[src/rtl/cplx_mac_if.sv]
// Operand/result handshake bundle for cplx_mac_pipe.
// The master drives operands and consumes results; the slave is the datapath.
interface cplx_mac_if #(
   parameter int SIZE  = 16,
   parameter int GUARD = 4
);
   localparam int RW = SIZE + 1 + GUARD;

   logic [SIZE-1:0]   a;
   logic [SIZE-1:0]   b;
   logic              a_valid;
   logic              b_valid;
   logic              in_last;
   logic [1:0]        mode;
   logic              in_ready;
   logic [2*RW-1:0]   result;
   logic              valid;
   logic              out_ready;

   modport master (
      output a, b, a_valid, b_valid, in_last, mode, out_ready,
      input  in_ready, result, valid
   );

   modport slave (
      input  a, b, a_valid, b_valid, in_last, mode, out_ready,
      output in_ready, result, valid
   );
endinterface

[src/rtl/cplx_mac_pipe.sv]
// Three-stage signed complex multiplier / multiply-accumulator with valid/ready
// flow control: operand register, four partial products, combine + accumulate.
module cplx_mac_pipe #(
   parameter int SIZE  = 16,
   parameter int GUARD = 4
) (
   input  logic       clk,
   input  logic       rst_n,
   cplx_mac_if.slave  bus
);
   localparam int H     = SIZE / 2;
   localparam int RW    = SIZE + 1 + GUARD;
   localparam int NPROD = 4;

   typedef struct packed {
      logic [H-1:0] ar;
      logic [H-1:0] ai;
      logic [H-1:0] br;
      logic [H-1:0] bi;
      logic         conj;
      logic         mac;
      logic         last;
   } beat_t;

   // p[0]=ar*br, p[1]=ai*bi, p[2]=ar*bi, p[3]=ai*br
   typedef struct packed {
      logic [NPROD-1:0][SIZE-1:0] p;
      logic                       conj;
      logic                       mac;
      logic                       last;
   } prod_t;

   logic                       stall;
   logic                       accept;
   logic [2:1]                 vld_pipe;
   beat_t                      s1, s1_d;
   prod_t                      s2, s2_d;
   logic [NPROD-1:0][SIZE-1:0] prod_d;
   logic [RW-1:0]              acc_re, acc_im;
   logic [RW-1:0]              re, im, sum_re, sum_im;
   logic                       valid_q;
   logic [2*RW-1:0]            result_q;

   assign stall        = valid_q & ~bus.out_ready;
   assign bus.in_ready = ~stall;
   assign accept       = bus.a_valid & bus.b_valid & ~stall;
   assign bus.valid    = valid_q;
   assign bus.result   = result_q;

   assign s1_d = '{
      ar:   bus.a[H-1:0],
      ai:   bus.a[SIZE-1:H],
      br:   bus.b[H-1:0],
      bi:   bus.b[SIZE-1:H],
      conj: bus.mode[0],
      mac:  bus.mode[1],
      last: bus.in_last
   };

   // Each product of two H-bit signed values fits exactly in SIZE signed bits.
   for (genvar k = 0; k < NPROD; k++) begin : g_prod
      localparam bit USE_AI = (k == 1) || (k == 3);
      localparam bit USE_BI = (k == 1) || (k == 2);
      logic [H-1:0]    xs, ys;
      logic [SIZE-1:0] xe, ye;
      assign xs        = USE_AI ? s1.ai : s1.ar;
      assign ys        = USE_BI ? s1.bi : s1.br;
      assign xe        = {{H{xs[H-1]}}, xs};
      assign ye        = {{H{ys[H-1]}}, ys};
      assign prod_d[k] = $signed(xe) * $signed(ye);
   end

   assign s2_d = '{p: prod_d, conj: s1.conj, mac: s1.mac, last: s1.last};

   function automatic logic [RW-1:0] sx(input logic [SIZE-1:0] v);
      return {{(RW-SIZE){v[SIZE-1]}}, v};
   endfunction

   // Two's-complement add/sub at RW bits: accumulation wraps, never saturates.
   always_comb begin
      re     = '0;
      im     = '0;
      if (s2.conj) begin
         re = sx(s2.p[0]) + sx(s2.p[1]);
         im = sx(s2.p[3]) - sx(s2.p[2]);
      end else begin
         re = sx(s2.p[0]) - sx(s2.p[1]);
         im = sx(s2.p[2]) + sx(s2.p[3]);
      end
      sum_re = acc_re + re;
      sum_im = acc_im + im;
   end

   always_ff @(posedge clk or negedge rst_n) begin
      if (!rst_n) begin
         vld_pipe <= '0;
         s1       <= '0;
         s2       <= '0;
         acc_re   <= '0;
         acc_im   <= '0;
         valid_q  <= 1'b0;
         result_q <= '0;
      end else if (!stall) begin
         vld_pipe <= {vld_pipe[1], accept};
         if (accept)      s1 <= s1_d;
         if (vld_pipe[1]) s2 <= s2_d;
         valid_q <= 1'b0;
         if (vld_pipe[2]) begin
            if (!s2.mac) begin
               valid_q  <= 1'b1;
               result_q <= {im, re};
            end else if (s2.last) begin
               valid_q  <= 1'b1;
               result_q <= {sum_im, sum_re};
               acc_re   <= '0;
               acc_im   <= '0;
            end else begin
               acc_re   <= sum_re;
               acc_im   <= sum_im;
            end
         end
      end
   end
endmodule

[src/flat_wrapper.sv]
// flat-port wrapper written by rule: the top's interface ports become plain ports
module cplx_mac_pipe_flat 
#(
   parameter int SIZE  = 16,
   parameter int GUARD = 4
)
  (clk, rst_n, bus_a, bus_b, bus_a_valid, bus_b_valid, bus_in_last, bus_mode, bus_out_ready, bus_in_ready, bus_result, bus_valid);
  cplx_mac_if #(.SIZE(SIZE), .GUARD(GUARD)) bus_i ();
  input  logic clk;
  input  logic rst_n;
  input wire logic [$bits(bus_i.a)-1:0] bus_a;
  input wire logic [$bits(bus_i.b)-1:0] bus_b;
  input wire logic [$bits(bus_i.a_valid)-1:0] bus_a_valid;
  input wire logic [$bits(bus_i.b_valid)-1:0] bus_b_valid;
  input wire logic [$bits(bus_i.in_last)-1:0] bus_in_last;
  input wire logic [$bits(bus_i.mode)-1:0] bus_mode;
  input wire logic [$bits(bus_i.out_ready)-1:0] bus_out_ready;
  output wire logic [$bits(bus_i.in_ready)-1:0] bus_in_ready;
  output wire logic [$bits(bus_i.result)-1:0] bus_result;
  output wire logic [$bits(bus_i.valid)-1:0] bus_valid;
  assign bus_i.a = bus_a;
  assign bus_i.b = bus_b;
  assign bus_i.a_valid = bus_a_valid;
  assign bus_i.b_valid = bus_b_valid;
  assign bus_i.in_last = bus_in_last;
  assign bus_i.mode = bus_mode;
  assign bus_i.out_ready = bus_out_ready;
  assign bus_in_ready = bus_i.in_ready;
  assign bus_result = bus_i.result;
  assign bus_valid = bus_i.valid;
  cplx_mac_pipe #(.SIZE(SIZE), .GUARD(GUARD)) u_core (.clk(clk), .rst_n(rst_n), .bus(bus_i));
endmodule
[config.mk]
export PLATFORM = sky130hd
export DESIGN_NAME = cplx_mac_pipe_flat
export DESIGN_NICKNAME = d
export VERILOG_FILES = /design/src/rtl/cplx_mac_if.sv /design/src/rtl/cplx_mac_pipe.sv /design/src/flat_wrapper.sv
export SDC_FILE = /design/constraint.sdc
export NUM_CORES = 1
export LEC_CHECK = 0
export ABC_AREA = 1
export BUFFER_PORTS_ARGS = -buffer_cell sky130_fd_sc_hd__buf_4
export CAP_MARGIN = 15
export CORE_UTILIZATION = 30
export CTS_CLUSTER_SIZE = 8
export DETAILED_ROUTE_END_ITERATION = 8
export GPL_ROUTABILITY_DRIVEN = 0
export GPL_TIMING_DRIVEN = 0
export SLEW_MARGIN = 20
export SYNTH_ARGS = -nofsm -noshare
export SYNTH_HDL_FRONTEND = slang
export SYNTH_SLANG_ARGS = --single-unit
[constraint.sdc]
create_clock -name clk -period 5.1 [get_ports clk]
set_input_delay 1.275 -clock clk [delete_from_list [all_inputs] [get_ports clk]]
set_output_delay 1.275 -clock clk [all_outputs]
set_load 0.03 [all_outputs]
# [Word level (Yosys, flattened, before mapping)]
# Cells that the tools add are included.
[op_classes] add_sub_neg=6 multipliers=4 n_eq_ne=1 n_mux=9 n_bitwise=5 n_reduce_logical=4
[ops] operator="two-way mux 21 bit" count=4
[ops] operator="two-way mux 42 bit" count=2
[ops] operator="multiplier 8 x 8 -> 16 bit" count=4
[ops] operator="adder 21 bit" count=2
[ops] operator="adder 16 x 16 -> 17 bit" count=2
[ops] operator="subtractor 16 x 16 -> 17 bit" count=2
[ops] operator="AND reduction 3 bit" count=2
[ops] operator="AND reduction 2 bit" count=2
[ops] operator="bitwise AND 1 bit" count=3
[ops] operator="two-way mux 1 bit" count=3
[ops] operator="inequality test 2 bit (second input constant)" count=1
[ops] operator="NOT 1 bit" count=2
[totals] regBits=189 input_bits=40 output_inout_bits=44 wordCells=48

# [Longest topological paths before layout]
# Gate-level depths: netlist of the first run.
[depth] depth_word=5 mapped_depth=29 depth_no_buf=29

# [Least setup slack after synthesis of the first run]
# No wires, ideal clock.
[synth_path] path_kind="reg-to-reg" from="register u_core.s1, in the netlist u_core.g_prod[1].ys[2]" to="register u_core.s2[33] (netlist name)" setup_time_ns=0.118 arrival_time_ns=4.285 required_ns=4.982 slack_ns=0.697 path_stages_with_launch=22 path_buffers=2 synth_period_minus_slack_ns=4.403 cell_sequence="dfrtp_1 -> clkbuf_1 -> clkbuf_1 -> nand2_1 -> fa_1 -> fa_1 -> inv_1 -> fa_1 -> inv_1 -> fa_1 -> inv_1 -> ha_1 -> a21oi_1 -> nand2_1 -> a31oi_1 -> o21ai_0 -> nand2_1 -> nand2_1 -> a21oi_1 -> nand2_1 -> nand3_1 -> nand2_1"
[synth_via] elab_chain_len=1
[synth_rtl] item="start: declaration" line_no="cplx_mac_pipe.sv:36" text="beat_t s1, s1_d;"
[synth_rtl] item="start signal: assignment" line_no="cplx_mac_pipe.sv:97" text="s1 <= '0;"
[synth_rtl] item="start signal: assignment" line_no="cplx_mac_pipe.sv:105" text="if (accept) s1 <= s1_d;"
[synth_rtl] item="multiplier 8 x 8 -> 16 bit" line_no="cplx_mac_pipe.sv:70" text="assign prod_d[k] = $signed(xe) * $signed(ye);"
[synth_rtl] item="end signal: assignment" line_no="cplx_mac_pipe.sv:98" text="s2 <= '0;"
[synth_rtl] item="end signal: assignment" line_no="cplx_mac_pipe.sv:106" text="if (vld_pipe[1]) s2 <= s2_d;"
[synth_rtl] item="end: declaration" line_no="cplx_mac_pipe.sv:37" text="prod_t s2, s2_d;"
# Every way passes these cells.
# A chain may end at the register's enable or synchronous reset.

# [Final worst setup path of the first run]
[layout_path] from="register u_core.s1, in the netlist u_core.g_prod[0].ys[0]" to="register u_core.s2[63] (netlist name)"
# The elaborated chain is that of the path after synthesis.

==> results of run 1 <==
-- cell type report --
class                      instances  share of cell area (%)
multi-input combinational       1955                   60.04
timing repair buffer              85                   2.781
inverter                         601                   9.150
sequential                       189                   19.22
tap                              959                   4.867
clock buffer                      17                   1.726
clock inverter                    15                  0.7613
buffer                            79                   1.451
-- per-stage QoR --
stage | setup WS [ns] | std cells | hold WS, ns | cell area, µm²
after floorplan | 0.6974 | 2840 | 0.4476 | 22150
after CTS | 0.001283 | 3914 | 0.4901 | 24660
after global placement | -0.2205 | 3882 | 0.4645 | 23970
after global routing | 0.006842 | 3900 | 0.5060 | 24650
final | 0.1758 | 3900 | 0.4835 | 24650
after detailed placement | -0.2097 | 3884 | 0.4700 | 24030
-- registers in the layout (all words and copies together), names as in the netlist, 2 cells and up --
register,flops
u_core.acc_im,21
u_core.acc_re,21
u_core.bus.result,42
u_core.vld_pipe,2
u_core.g_prod.ys,16
u_core.s2,67
u_core.g_prod.xs,16
u_core.s1,3
-- cells by family (layout without fill, tap and decap cells) --
group / Yosys count / in the layout
buf+inv: 696 / 797
fa+ha+maj: 421 / 421
compound gates: 385 / 385
xor+xnor: 126 / 126
mux: 21 / 21
flops: 189 / 189
simple gates: 1002 / 1002
-- worst max path at each step --
stage                                       start                   endpoint  slack (ns)  cells after the start
3_3_place_gp   u_core.g_prod[0].ys[2]$_DFFE_PN0P_  u_core.s2[63]$_DFFE_PN0P_       -0.22                     19
2_1_floorplan  u_core.g_prod[1].ys[2]$_DFFE_PN0P_  u_core.s2[33]$_DFFE_PN0P_        0.70                     21
4_1_cts        u_core.g_prod[0].xs[5]$_DFFE_PN0P_  u_core.s2[15]$_DFFE_PN0P_       0.001                     17
6_report       u_core.g_prod[0].ys[0]$_DFFE_PN0P_  u_core.s2[63]$_DFFE_PN0P_        0.18                     20
3_5_place_dp   u_core.g_prod[0].ys[2]$_DFFE_PN0P_  u_core.s2[63]$_DFFE_PN0P_       -0.21                     19
5_1_grt        u_core.g_prod[1].ys[7]$_DFFE_PN0P_  u_core.s2[33]$_DFFE_PN0P_       0.007                     19
-- cell usage in the layout (no fill, tap or decap), types with 5 or more instances in the layout --
master,n
a2bb2oi_2,8
nand3b_1,7
o21ai_2,7
nand4_1,21
nor2_1,114
o21bai_1,14
clkbuf_1,32
a31oi_1,18
fa_1,224
inv_2,7
inv_1,593
nor3_1,15
dfrtp_2,8
clkbuf_16,17
nand3_2,7
a21oi_1,126
nand3_1,90
a21oi_2,9
o21ai_0,111
mux2_2,21
a21o_1,10
nand2_1,699
nor2_2,5
or2_1,7
buf_2,14
xor2_1,71
dfrtp_1,181
xnor2_1,53
a32o_1,8
nand2_2,18
o21ai_1,33
ha_1,196
buf_4,83
or2_2,12
clkinv_8,5
o22ai_1,6
clkbuf_2,26
o211ai_1,11
-- worst max-delay path, cell delays in order (launching register included) --
cell,delay [ns]
dfrtp_1,0.54
clkbuf_2,0.29
nand2_1,0.10
inv_1,0.07
fa_1,0.48
inv_1,0.05
fa_1,0.49
inv_1,0.05
fa_1,0.52
inv_1,0.05
fa_1,0.48
inv_1,0.05
ha_1,0.32
a21oi_1,0.23
o21ai_0,0.15
a21oi_1,0.24
nor2_1,0.08
o21ai_0,0.15
nand2_1,0.11
xor2_2,0.23
o21ai_0,0.10
-- routing by layer --
metal	wire length [µm]	global-route usage [%]
met4	835	3.205
met3	3236	2.596
met2	27360	26.42
met1	30390	24.21
met5	0	0
==> key figures, run 1 <==
Layout
  – Antenna Cells: 0
  – Fillers: between 7,000 and 8,000
  – Synthesis-to-finish area growth: 11.32%
  – Area of the multi-input gates: between 10,000 and 15,000 µm²
  – Share of layout cells above drive strength 1: under 10%
  – Post-Route Utilization: 33.79%
  – Fin nets: around 3,400
  – Reg area: about 4700 µm²

Die
  – DIE WIDTH: roughly 270 µm
  – Core Rows: just under 100
  – Ports: between 80 and 90
  – Starting Density: just over 30%
  – Die H: ~270 µm
  – Die ar.: about 75,000 µm²
  – Core Footprint: roughly 73,000 µm²

Yosys
  – EDFF count, synth: 0
  – Ys async rst share: 100.0%
  – Largest family of logic cells by synthesized area: adder cells
  – Post-synth net total: between 3,000 and 4,000
  – Yosys warns: 0
  – Top post-synthesis cells by area: dfrtp_1 21%, fa_1 20%, nand2_1 12%
  – Simple-gate share of the synthesized area: roughly a fifth
  – Yosys cell types: 55
  – Post-synthesis mux area share: under 10%
  – Syn Inst Count: about 2,800
  – Syn Std Cell Area: 22,150 µm²
  – Synth cell count leaders: 699 x nand2_1, 593 x inv_1, 224 x fa_1
  – Synthesized area per cell: about 8 µm²
  – FF+latch count, synth: 189
  – Adder-cell area share of the yosys netlist: between 30% and 40%
  – XOR/XNOR Fraction of Synth Area: around 5%
  – Yosys top cell area share: between 20% and 30%
  – Area leader, netlist: dfrtp_1
  – Synth Flop Type: dfrtp_1
  – Seq/Total Area, Yosys: about a fifth
  – Compound-gate portion of the synthesized area: a little over a tenth
  – Count leader, synth: nand2_1

Clock network
  – Maximum root-to-sink buffer count: 2
  – Total CTS buffers: 17
  – Clk root buf: clkbuf_16
  – CTS sink count: roughly 190
  – Post-CTS sizing: 15
  – CTS tree: built
  – Hold_buf cts: 0
  – Worst-skew pair later-pin latency: 0.49 ns
  – Post-CTS Setup Bufs: 0
  – Worst-path clk slew: ~0.09 ns
  – H-tree levels: 4

Placement
  – # port buffers: 83
  – Final HPWL DP: a little over 50,000 µm

Global route
  – Pin count of the biggest net entering global routing: slightly above 80
  – Initial antenna violation count: 1
  – First-pass GRT wire length: between 90,000 and 100,000 µm
  – Vias in the first global route: about 18,000
  – GR Util All Layers: between 10% and 20%
  – Grt total ovfl: 0

Critical path
  – Crit path kind: reg2reg
  – Critical path launch point type: register
  – Reg-to-reg startpoint: u_core.g_prod[0].ys[0]$_DFFE_PN0P_
  – R2R Setup Slk: about 0.18 ns
  – Max FO, Critical Path: 10
  – Reg2reg path depth: 20
  – Critical path arrival: between 5 and 6 ns
  – CP Capture Type: register
  – Reg-to-Reg End: u_core.s2[63]$_DFFE_PN0P_
  – Data required, critical path: ~5.4 ns

STA
  – Slew margin rel.: about 43%
  – Period utilization: a little over nine tenths
  – Setup TNS: 0 ns
  – Layout Skew: about 0.02 ns
  – Fmax: between 200 and 250 MHz
  – Period minus WS final: a little under 5 ns
  – Final setup viols: 0
  – Pins Over Slew Limit: 0
  – Slew @ Worst Pin: 0.8556 ns
  – Final hold violations: 0
  – RSZ-0062 raised after global routing: no

Run
  – Max-cap viol count: 0

Route
  – Initial DRC count: 1,430
  – Post-route ant nets: 0
  – Drt total wl: 61,820 µm
  – Pre-antenna DRT Iters: 5
  – Wire per inst: about 16 µm
  – Via density per instance: 4.623
  – Drt drc: 0
  – DR vias: around 18,000

Run status
  – Status: completed

Hold path
  – HP Class: reg2reg
  – Hold Path End: u_core.bus.result[9]$_DFFE_PN0P_
  – Hold Path Stages: 2
  – Hold Startpoint: u_core.bus.result[9]$_DFFE_PN0P_
Power of run 1 is left out: the tool's default activity adds up to more than one toggle a clock period on the data nets, which glitch-free logic cannot reach.
==> run 2, diff against run 1 <==
--- a/config.mk
+++ b/config.mk
@@ -8,6 +8,8 @@
 export ABC_AREA = 1
 export BUFFER_PORTS_ARGS = -buffer_cell sky130_fd_sc_hd__buf_4
 export CAP_MARGIN = 15
+export CORE_ASPECT_RATIO = 1.1
+export CORE_MARGIN = 10
 export CORE_UTILIZATION = 30
 export CTS_CLUSTER_SIZE = 8
 export DETAILED_ROUTE_END_ITERATION = 8
==> run 2 against run 1 <==
Net effect:
- fmax grew 1.3%
- sequential share of layout area is essentially flat
- worst setup slack gained 0.064 ns
- register-to-register slack gained 0.06 ns
- clock-buffer cell count grew 1
- die area grew 14%
- critical endpoint unchanged
==> key figures, run 2 (synthesized netlist as in run 1, its figures left out) <==
Global route
  – Vias in the first global route: 18,070 (was 17,540)
  – Initial antenna violation count: 0 (was 1)
  – Pin count of the biggest net entering global routing: 75 (was 81)
  – GR Util All Layers: 14.73% (was 16.78%)
  – Grt total ovfl: 0 (unchanged)
  – First-pass GRT wire length: 100,400 µm (was 98,000 µm)

Clock network
  – Clk root buf: clkbuf_16 (unchanged)
  – Total CTS buffers: 17 (unchanged)
  – CTS tree: built (unchanged)
  – Maximum root-to-sink buffer count: 2 (unchanged)
  – CTS sink count: 189 (unchanged)
  – Worst-skew pair later-pin latency: 0.49 ns (about the same)
  – Worst-path clk slew: 0.08 ns (was 0.09 ns)
  – H-tree levels: 4 (unchanged)

Die
  – Core Footprint: 73,130 µm² (was 72,960 µm²)
  – DIE WIDTH: 279.1 µm (was 273.7 µm)
  – Ports: 84 (unchanged)
  – Die ar.: 85,100 µm² (was 74,910 µm²)
  – Core Rows: 104 (was 99)
  – Die H: 305.0 µm (was 273.7 µm)
  – Starting Density: 30.28% (was 30.35%)

Layout
  – Antenna Cells: 0 (unchanged)
  – Reg area: 4733 µm² (was 4740 µm²)
  – Share of layout cells above drive strength 1: 9.215% (was 9.419%)
  – Most frequent cells in the layout: 699 x nand2_1, 593 x inv_1, 224 x fa_1, 197 x ha_1, 186 x dfrtp_1 (was 699 x nand2_1, 593 x inv_1, 224 x fa_1, 196 x ha_1, 181 x dfrtp_1)
  – Post-Route Utilization: 33.66% (was 33.79%)
  – Area of the multi-input gates: 14,800 µm² (about the same)
  – Fillers: 7,861 (was 7,748)
  – Synthesis-to-finish area growth: 11.16% (was 11.32%)
  – Most common cell after layout, fill and taps aside: nand2_1 (unchanged)
  – Largest register FFs: 67 (unchanged)
  – Fin nets: 3,389 (unchanged)
  – Reg with most FFs: u_core.s2 (unchanged)

Route
  – Drt total wl: 62,110 µm (was 61,820 µm)
  – DR vias: 18,110 (was 18,030)
  – Initial DRC count: 1,383 (was 1,430)
  – Drt drc: 0 (unchanged)
  – Pre-antenna DRT Iters: 5 (unchanged)
  – Via density per instance: 4.649 (was 4.623)
  – Wire per inst: 15.95 µm (was 15.85 µm)
  – Post-route ant nets: 0 (unchanged)

STA
  – Final hold violations: 0 (unchanged)
  – Slew @ Worst Pin: 0.8155 ns (was 0.8556 ns)
  – Period minus WS final: 4.861 ns (was 4.924 ns)
  – Period utilization: 95.31% (was 96.55%)
  – Layout Skew: 0.01801 ns (was 0.02021 ns)
  – Fmax: 205.7 MHz (was 203.1 MHz)
  – Slew margin rel.: 45.64% (was 42.96%)
  – RSZ-0062 raised after global routing: no (unchanged)
  – Final setup viols: 0 (unchanged)
  – Pins Over Slew Limit: 0 (unchanged)

Run status
  – Status: completed (unchanged)

Critical path
  – Max FO, Critical Path: 10 (unchanged)
  – Critical path arrival: 5.19 ns (was 5.27 ns)
  – Data required, critical path: 5.43 ns (was 5.44 ns)
  – Crit path kind: reg2reg (unchanged)
  – R2R Setup Slk: 0.24 ns (was 0.18 ns)
  – Critical path launch point type: register (unchanged)
  – CP Capture Type: register (unchanged)

Hold path
  – HP Class: reg2reg (unchanged)

Run
  – Max-cap viol count: 0 (unchanged)

Placement
  – # port buffers: 83 (unchanged)
  – Final HPWL DP: 51,530 µm (was 50,680 µm)
## run 2: path summary, 6_finish.rpt
| kind | to | startpoint | cells past startpoint |
|---|---|---|---|
| setup / recovery | u_core.s2[63]$_DFFE_PN0P_ | u_core.g_prod[1].xs[5]$_DFFE_PN0P_ | 18 |
| hold / removal | u_core.s2[6]$_DFFE_PN0P_ | u_core.s2[6]$_DFFE_PN0P_ | 2 |
| setup reg to reg | u_core.s2[63]$_DFFE_PN0P_ | u_core.g_prod[1].xs[5]$_DFFE_PN0P_ | 18 |
| hold reg to reg | u_core.s2[6]$_DFFE_PN0P_ | u_core.s2[6]$_DFFE_PN0P_ | 2 |
| max in group asynchronous | u_core.g_prod[0].xs[5]$_DFFE_PN0P_ | rst_n | 3 |
| min in group asynchronous | u_core.acc_re[13]$_DFFE_PN0P_ | rst_n | 1 |
## run 2: timing repair
action	in CTS	in global routing
hold buffers	0	0
buffers inserted	0	1
endpoints found under the setup margin	9	21
resized for setup	13	43
## run 2: cell type report
class	count	area share, %
timing repair buffer	86	2.816
sequential	189	19.23
clock buffer	18	1.784
inverter	601	9.164
clock inverter	14	0.6201
multi-input combinational	1955	60.12
tap	954	4.849
buffer	78	1.423
## run 2: routing by layer
metal | GRT usage, % | part of all wire [%] | routed length, µm | vias up
met5 | 0 | 0 | 0 | -
met4 | 2.858 | 1.3 | 787 | 0
met3 | 2.247 | 5.2 | 3234 | 48
met2 | 23.82 | 46 | 28570 | 433
met1 | 20.55 | 48 | 29510 | 8686
li1 | - | - | - | 8939
## run 2: critical path, cell delays in order, from the launching register on
cell and delay, ns:
dfrtp_1 0.57, clkbuf_2 0.34, nand2_1 0.12, fa_1 0.53, fa_1 0.55, inv_1 0.05
fa_1 0.48, inv_1 0.05, fa_1 0.48, inv_1 0.04, ha_1 0.32, a21oi_1 0.18
o21ai_0 0.12, a21oi_1 0.18, nor2_1 0.08, o21ai_0 0.18, nand2_1 0.11, xor2_2 0.22
o21ai_0 0.11
## run 2: metrics by stage
step | worst slack [ns] | setup TNS [ns] | hold slack [ns] | area (µm²) | instances
4_1_cts | 0.01782 | 0 | 0.4839 | 24630 | 3911
5_1_grt | 0.003822 | 0 | 0.5129 | 24620 | 3895
3_3_place_gp | -0.2006 | -0.4594 | 0.4650 | 23960 | 3877
3_5_place_dp | -0.1883 | -0.6999 | 0.4651 | 24030 | 3879
6_report | 0.2393 | 0 | 0.4818 | 24620 | 3895
2_1_floorplan | 0.6974 | 0 | 0.4476 | 22150 | 2840
Power of run 2 is left out for the same reason.
==> run 3, diff against run 2 <==
--- a/config.mk
+++ b/config.mk
@@ -7,7 +7,6 @@
 export LEC_CHECK = 0
 export ABC_AREA = 1
 export BUFFER_PORTS_ARGS = -buffer_cell sky130_fd_sc_hd__buf_4
-export CAP_MARGIN = 15
 export CORE_ASPECT_RATIO = 1.1
 export CORE_MARGIN = 10
 export CORE_UTILIZATION = 30
@@ -15,7 +14,9 @@
 export DETAILED_ROUTE_END_ITERATION = 8
 export GPL_ROUTABILITY_DRIVEN = 0
 export GPL_TIMING_DRIVEN = 0
+export PLACE_DENSITY = 0.56
 export SLEW_MARGIN = 20
 export SYNTH_ARGS = -nofsm -noshare
 export SYNTH_HDL_FRONTEND = slang
 export SYNTH_SLANG_ARGS = --single-unit
+export TNS_END_PERCENT = 50
==> run 3 against run 2 <==
Net effect:
- fmax shrank 1.0%
- utilization barely moved
- via count decreased by 0.23%
- design area barely moved
- worst setup slack got worse by 0.049 ns
- flip-flop and latch count unchanged
- critical path depth stayed put
==> key figures, run 3 (synthesized netlist as in run 1, its figures left out) <==
Route
  – Wire per inst: 16.34 µm (was 15.95 µm)
  – Initial DRC count: 1,253 (was 1,383)
  – Post-route ant nets: 0 (unchanged)
  – Via density per instance: 4.639 (was 4.649)
  – Pre-antenna DRT Iters: 5 (unchanged)
  – Drt total wl: 63,610 µm (was 62,110 µm)
  – DR vias: 18,070 (was 18,110)
  – Drt drc: 0 (unchanged)

Layout
  – Non-Filler Instances: 3,894 (was 3,895)
  – Post-Route Utilization: 33.64% (was 33.66%)
  – Fin nets: 3,388 (was 3,389)
  – Reg with most FFs: u_core.s2 (unchanged)
  – Largest register FFs: 67 (unchanged)
  – Synthesis-to-finish area growth: 11.07% (was 11.16%)
  – Most common cell after layout, fill and taps aside: nand2_1 (unchanged)
  – Share of layout cells above drive strength 1: 9.354% (was 9.215%)
  – Most frequent cells in the layout: 699 x nand2_1, 593 x inv_1, 224 x fa_1, 197 x ha_1, 179 x dfrtp_1 (was 699 x nand2_1, 593 x inv_1, 224 x fa_1, 197 x ha_1, 186 x dfrtp_1)
  – Antenna Cells: 0 (unchanged)

Hold path
  – HP Class: reg2reg (unchanged)
  – Hold Path End: u_core.bus.result[5]$_DFFE_PN0P_ (was u_core.s2[6]$_DFFE_PN0P_)
  – Hold Startpoint: u_core.bus.result[5]$_DFFE_PN0P_ (was u_core.s2[6]$_DFFE_PN0P_)
  – Hold Path Stages: 2 (unchanged)

Critical path
  – Critical-path top delay cell: dfrtp_1 (unchanged)
  – Max FO, Critical Path: 10 (unchanged)
  – Reg-to-Reg End: u_core.s2[63]$_DFFE_PN0P_ (unchanged)
  – CP Capture Type: register (unchanged)
  – Crit path kind: reg2reg (unchanged)
  – Data required, critical path: 5.43 ns (about the same)
  – Critical path launch point type: register (unchanged)
  – CP Cell Sequence: clkbuf_2, nand2_1, fa_1, fa_1, inv_1, fa_1, inv_1, fa_1, inv_1, ha_1, a21oi_1, o21ai_0, a21oi_1, nor2_1, o21ai_0, nand2_1, xor2_1, o21ai_0 (was clkbuf_2, nand2_1, fa_1, fa_1, inv_1, fa_1, inv_1, fa_1, inv_1, ha_1, a21oi_1, o21ai_0, a21oi_1, nor2_1, o21ai_0, nand2_1, xor2_2, o21ai_0)
  – Top delay family on crit path: adder cells (unchanged)
  – Critical path arrival: 5.24 ns (was 5.19 ns)
  – Worst Setup SP: u_core.g_prod[0].ys[5]$_DFFE_PN0P_ (was u_core.g_prod[1].xs[5]$_DFFE_PN0P_)
  – R2R Setup Slk: 0.19 ns (was 0.24 ns)
  – Buf/Inv on CP: 4 (unchanged)
  – Cell mode on critical path: fa_1 (unchanged)
  – Reg2reg path depth: 18 (unchanged)
  – CP max stage delay: 0.58 ns (was 0.57 ns)
  – Reg-to-reg startpoint: u_core.g_prod[0].ys[5]$_DFFE_PN0P_ (was u_core.g_prod[1].xs[5]$_DFFE_PN0P_)

STA
  – Fmax: 203.7 MHz (was 205.7 MHz)
  – Setup TNS: 0 ns (unchanged)
  – Slew @ Worst Pin: 0.9314 ns (was 0.8155 ns)
  – Layout Skew: 0.02905 ns (was 0.01801 ns)
  – RSZ-0062 raised after global routing: yes (was no)
  – Period minus WS final: 4.910 ns (was 4.861 ns)
  – Final hold violations: 0 (unchanged)
  – Final setup viols: 0 (unchanged)
  – Period utilization: 96.27% (was 95.31%)
  – Slew margin rel.: 37.91% (was 45.64%)
  – Pins Over Slew Limit: 0 (unchanged)

Global route
  – First-pass GRT wire length: 101,700 µm (was 100,400 µm)
  – Initial antenna violation count: 0 (unchanged)
  – Grt total ovfl: 0 (unchanged)
  – GR Util All Layers: 15.11% (was 14.73%)
  – Vias in the first global route: 18,030 (was 18,070)
  – Pin count of the biggest net entering global routing: 94 (was 75)

Clock network
  – Total CTS buffers: 17 (unchanged)
  – CTS tree: built (unchanged)
  – Maximum root-to-sink buffer count: 2 (unchanged)
  – H-tree levels: 4 (unchanged)
  – Post-CTS Setup Bufs: 0 (unchanged)
  – Worst-skew pair later-pin latency: 0.49 ns (about the same)
  – Clk root buf: clkbuf_16 (unchanged)
  – Worst-path clk slew: 0.10 ns (was 0.08 ns)
  – CTS sink count: 189 (unchanged)

Die
  – Core Footprint: 73,130 µm² (unchanged)
  – Die H: 305.0 µm (unchanged)
  – DIE WIDTH: 279.1 µm (unchanged)
  – Core Rows: 104 (unchanged)
  – Starting Density: 30.28% (unchanged)
  – Die ar.: 85,100 µm² (unchanged)
  – Ports: 84 (unchanged)

Placement
  – # port buffers: 83 (unchanged)
  – Dpl cells: 3,879 (unchanged)
  – Final HPWL DP: 52,360 µm (was 51,530 µm)

Run status
  – Status: completed (unchanged)

Run
  – Max-cap viol count: 0 (unchanged)
[run 3: cell count changes in the layout (fill, tap and decap cells not counted), sizes merged]
cell / delta
bufinv: -1
clkinvlp: +1
buf: -1
clkinv: +1
inv: -1
[run 3: worst max-delay path by stage]
stage	to	slack (ns)	cells past startpoint
finish	u_core.s2[63]$_DFFE_PN0P_	0.19	18
global route	u_core.acc_im[18]$_DFFE_PN0P_	-0.07	21
CTS	u_core.s2[33]$_DFFE_PN0P_	0.01	20
detailed placement	u_core.s2[15]$_DFFE_PN0P_	-0.25	17
global placement	u_core.s2[15]$_DFFE_PN0P_	-0.24	17
floorplan	u_core.s2[33]$_DFFE_PN0P_	0.70	21
[run 3: worst reg2reg max path: cells and delay by family, from the launching register on]
kind	cells	cell delay, ns
adders and majority gates	5	2.28
xor gates and xnor gates	1	0.30
and+or+nand+nor	3	0.27
DFF	1	0.58
AOI/OAI and AO/OA	5	0.83
buffers and inverters	4	0.48
[run 3: final cells by class]
class                      count  area [µm²]
fill                        7868       48530
sequential                   189        4742
tap                          954        1194
timing repair buffer          85       685.7
clock buffer                  18       439.2
multi-input combinational   1955       14780
buffer                        78       350.3
inverter                     601        2256
clock inverter                14       147.6
[run 3: stage by stage]
stage | hold slack [ns] | setup WS, ns | area (µm²)
detailed placement | 0.4663 | -0.2548 | 24030
global route | 0.5172 | -0.06902 | 24600
finish | 0.4837 | 0.1903 | 24600
global placement | 0.4660 | -0.2365 | 23960
CTS | 0.4889 | 0.01333 | 24610
floorplan | 0.4476 | 0.6974 | 22150
[run 3: timing repair]
action                     4_1_cts  5_1_grt
resized for setup               11       52
hold buffers                     0        0
setup endpoints to repair       14       23
[run 3: routing by layer]
layer | part of all wire [%] | up-vias | global-route usage (%)
met4 | 2.2 | 0 | 3.844
li1 | - | 8942 | -
met3 | 4.7 | 72 | 2.347
met5 | 0 | - | 0
met1 | 48 | 8622 | 20.88
met2 | 45 | 429 | 24.24
Power of run 3 is left out for the same reason.
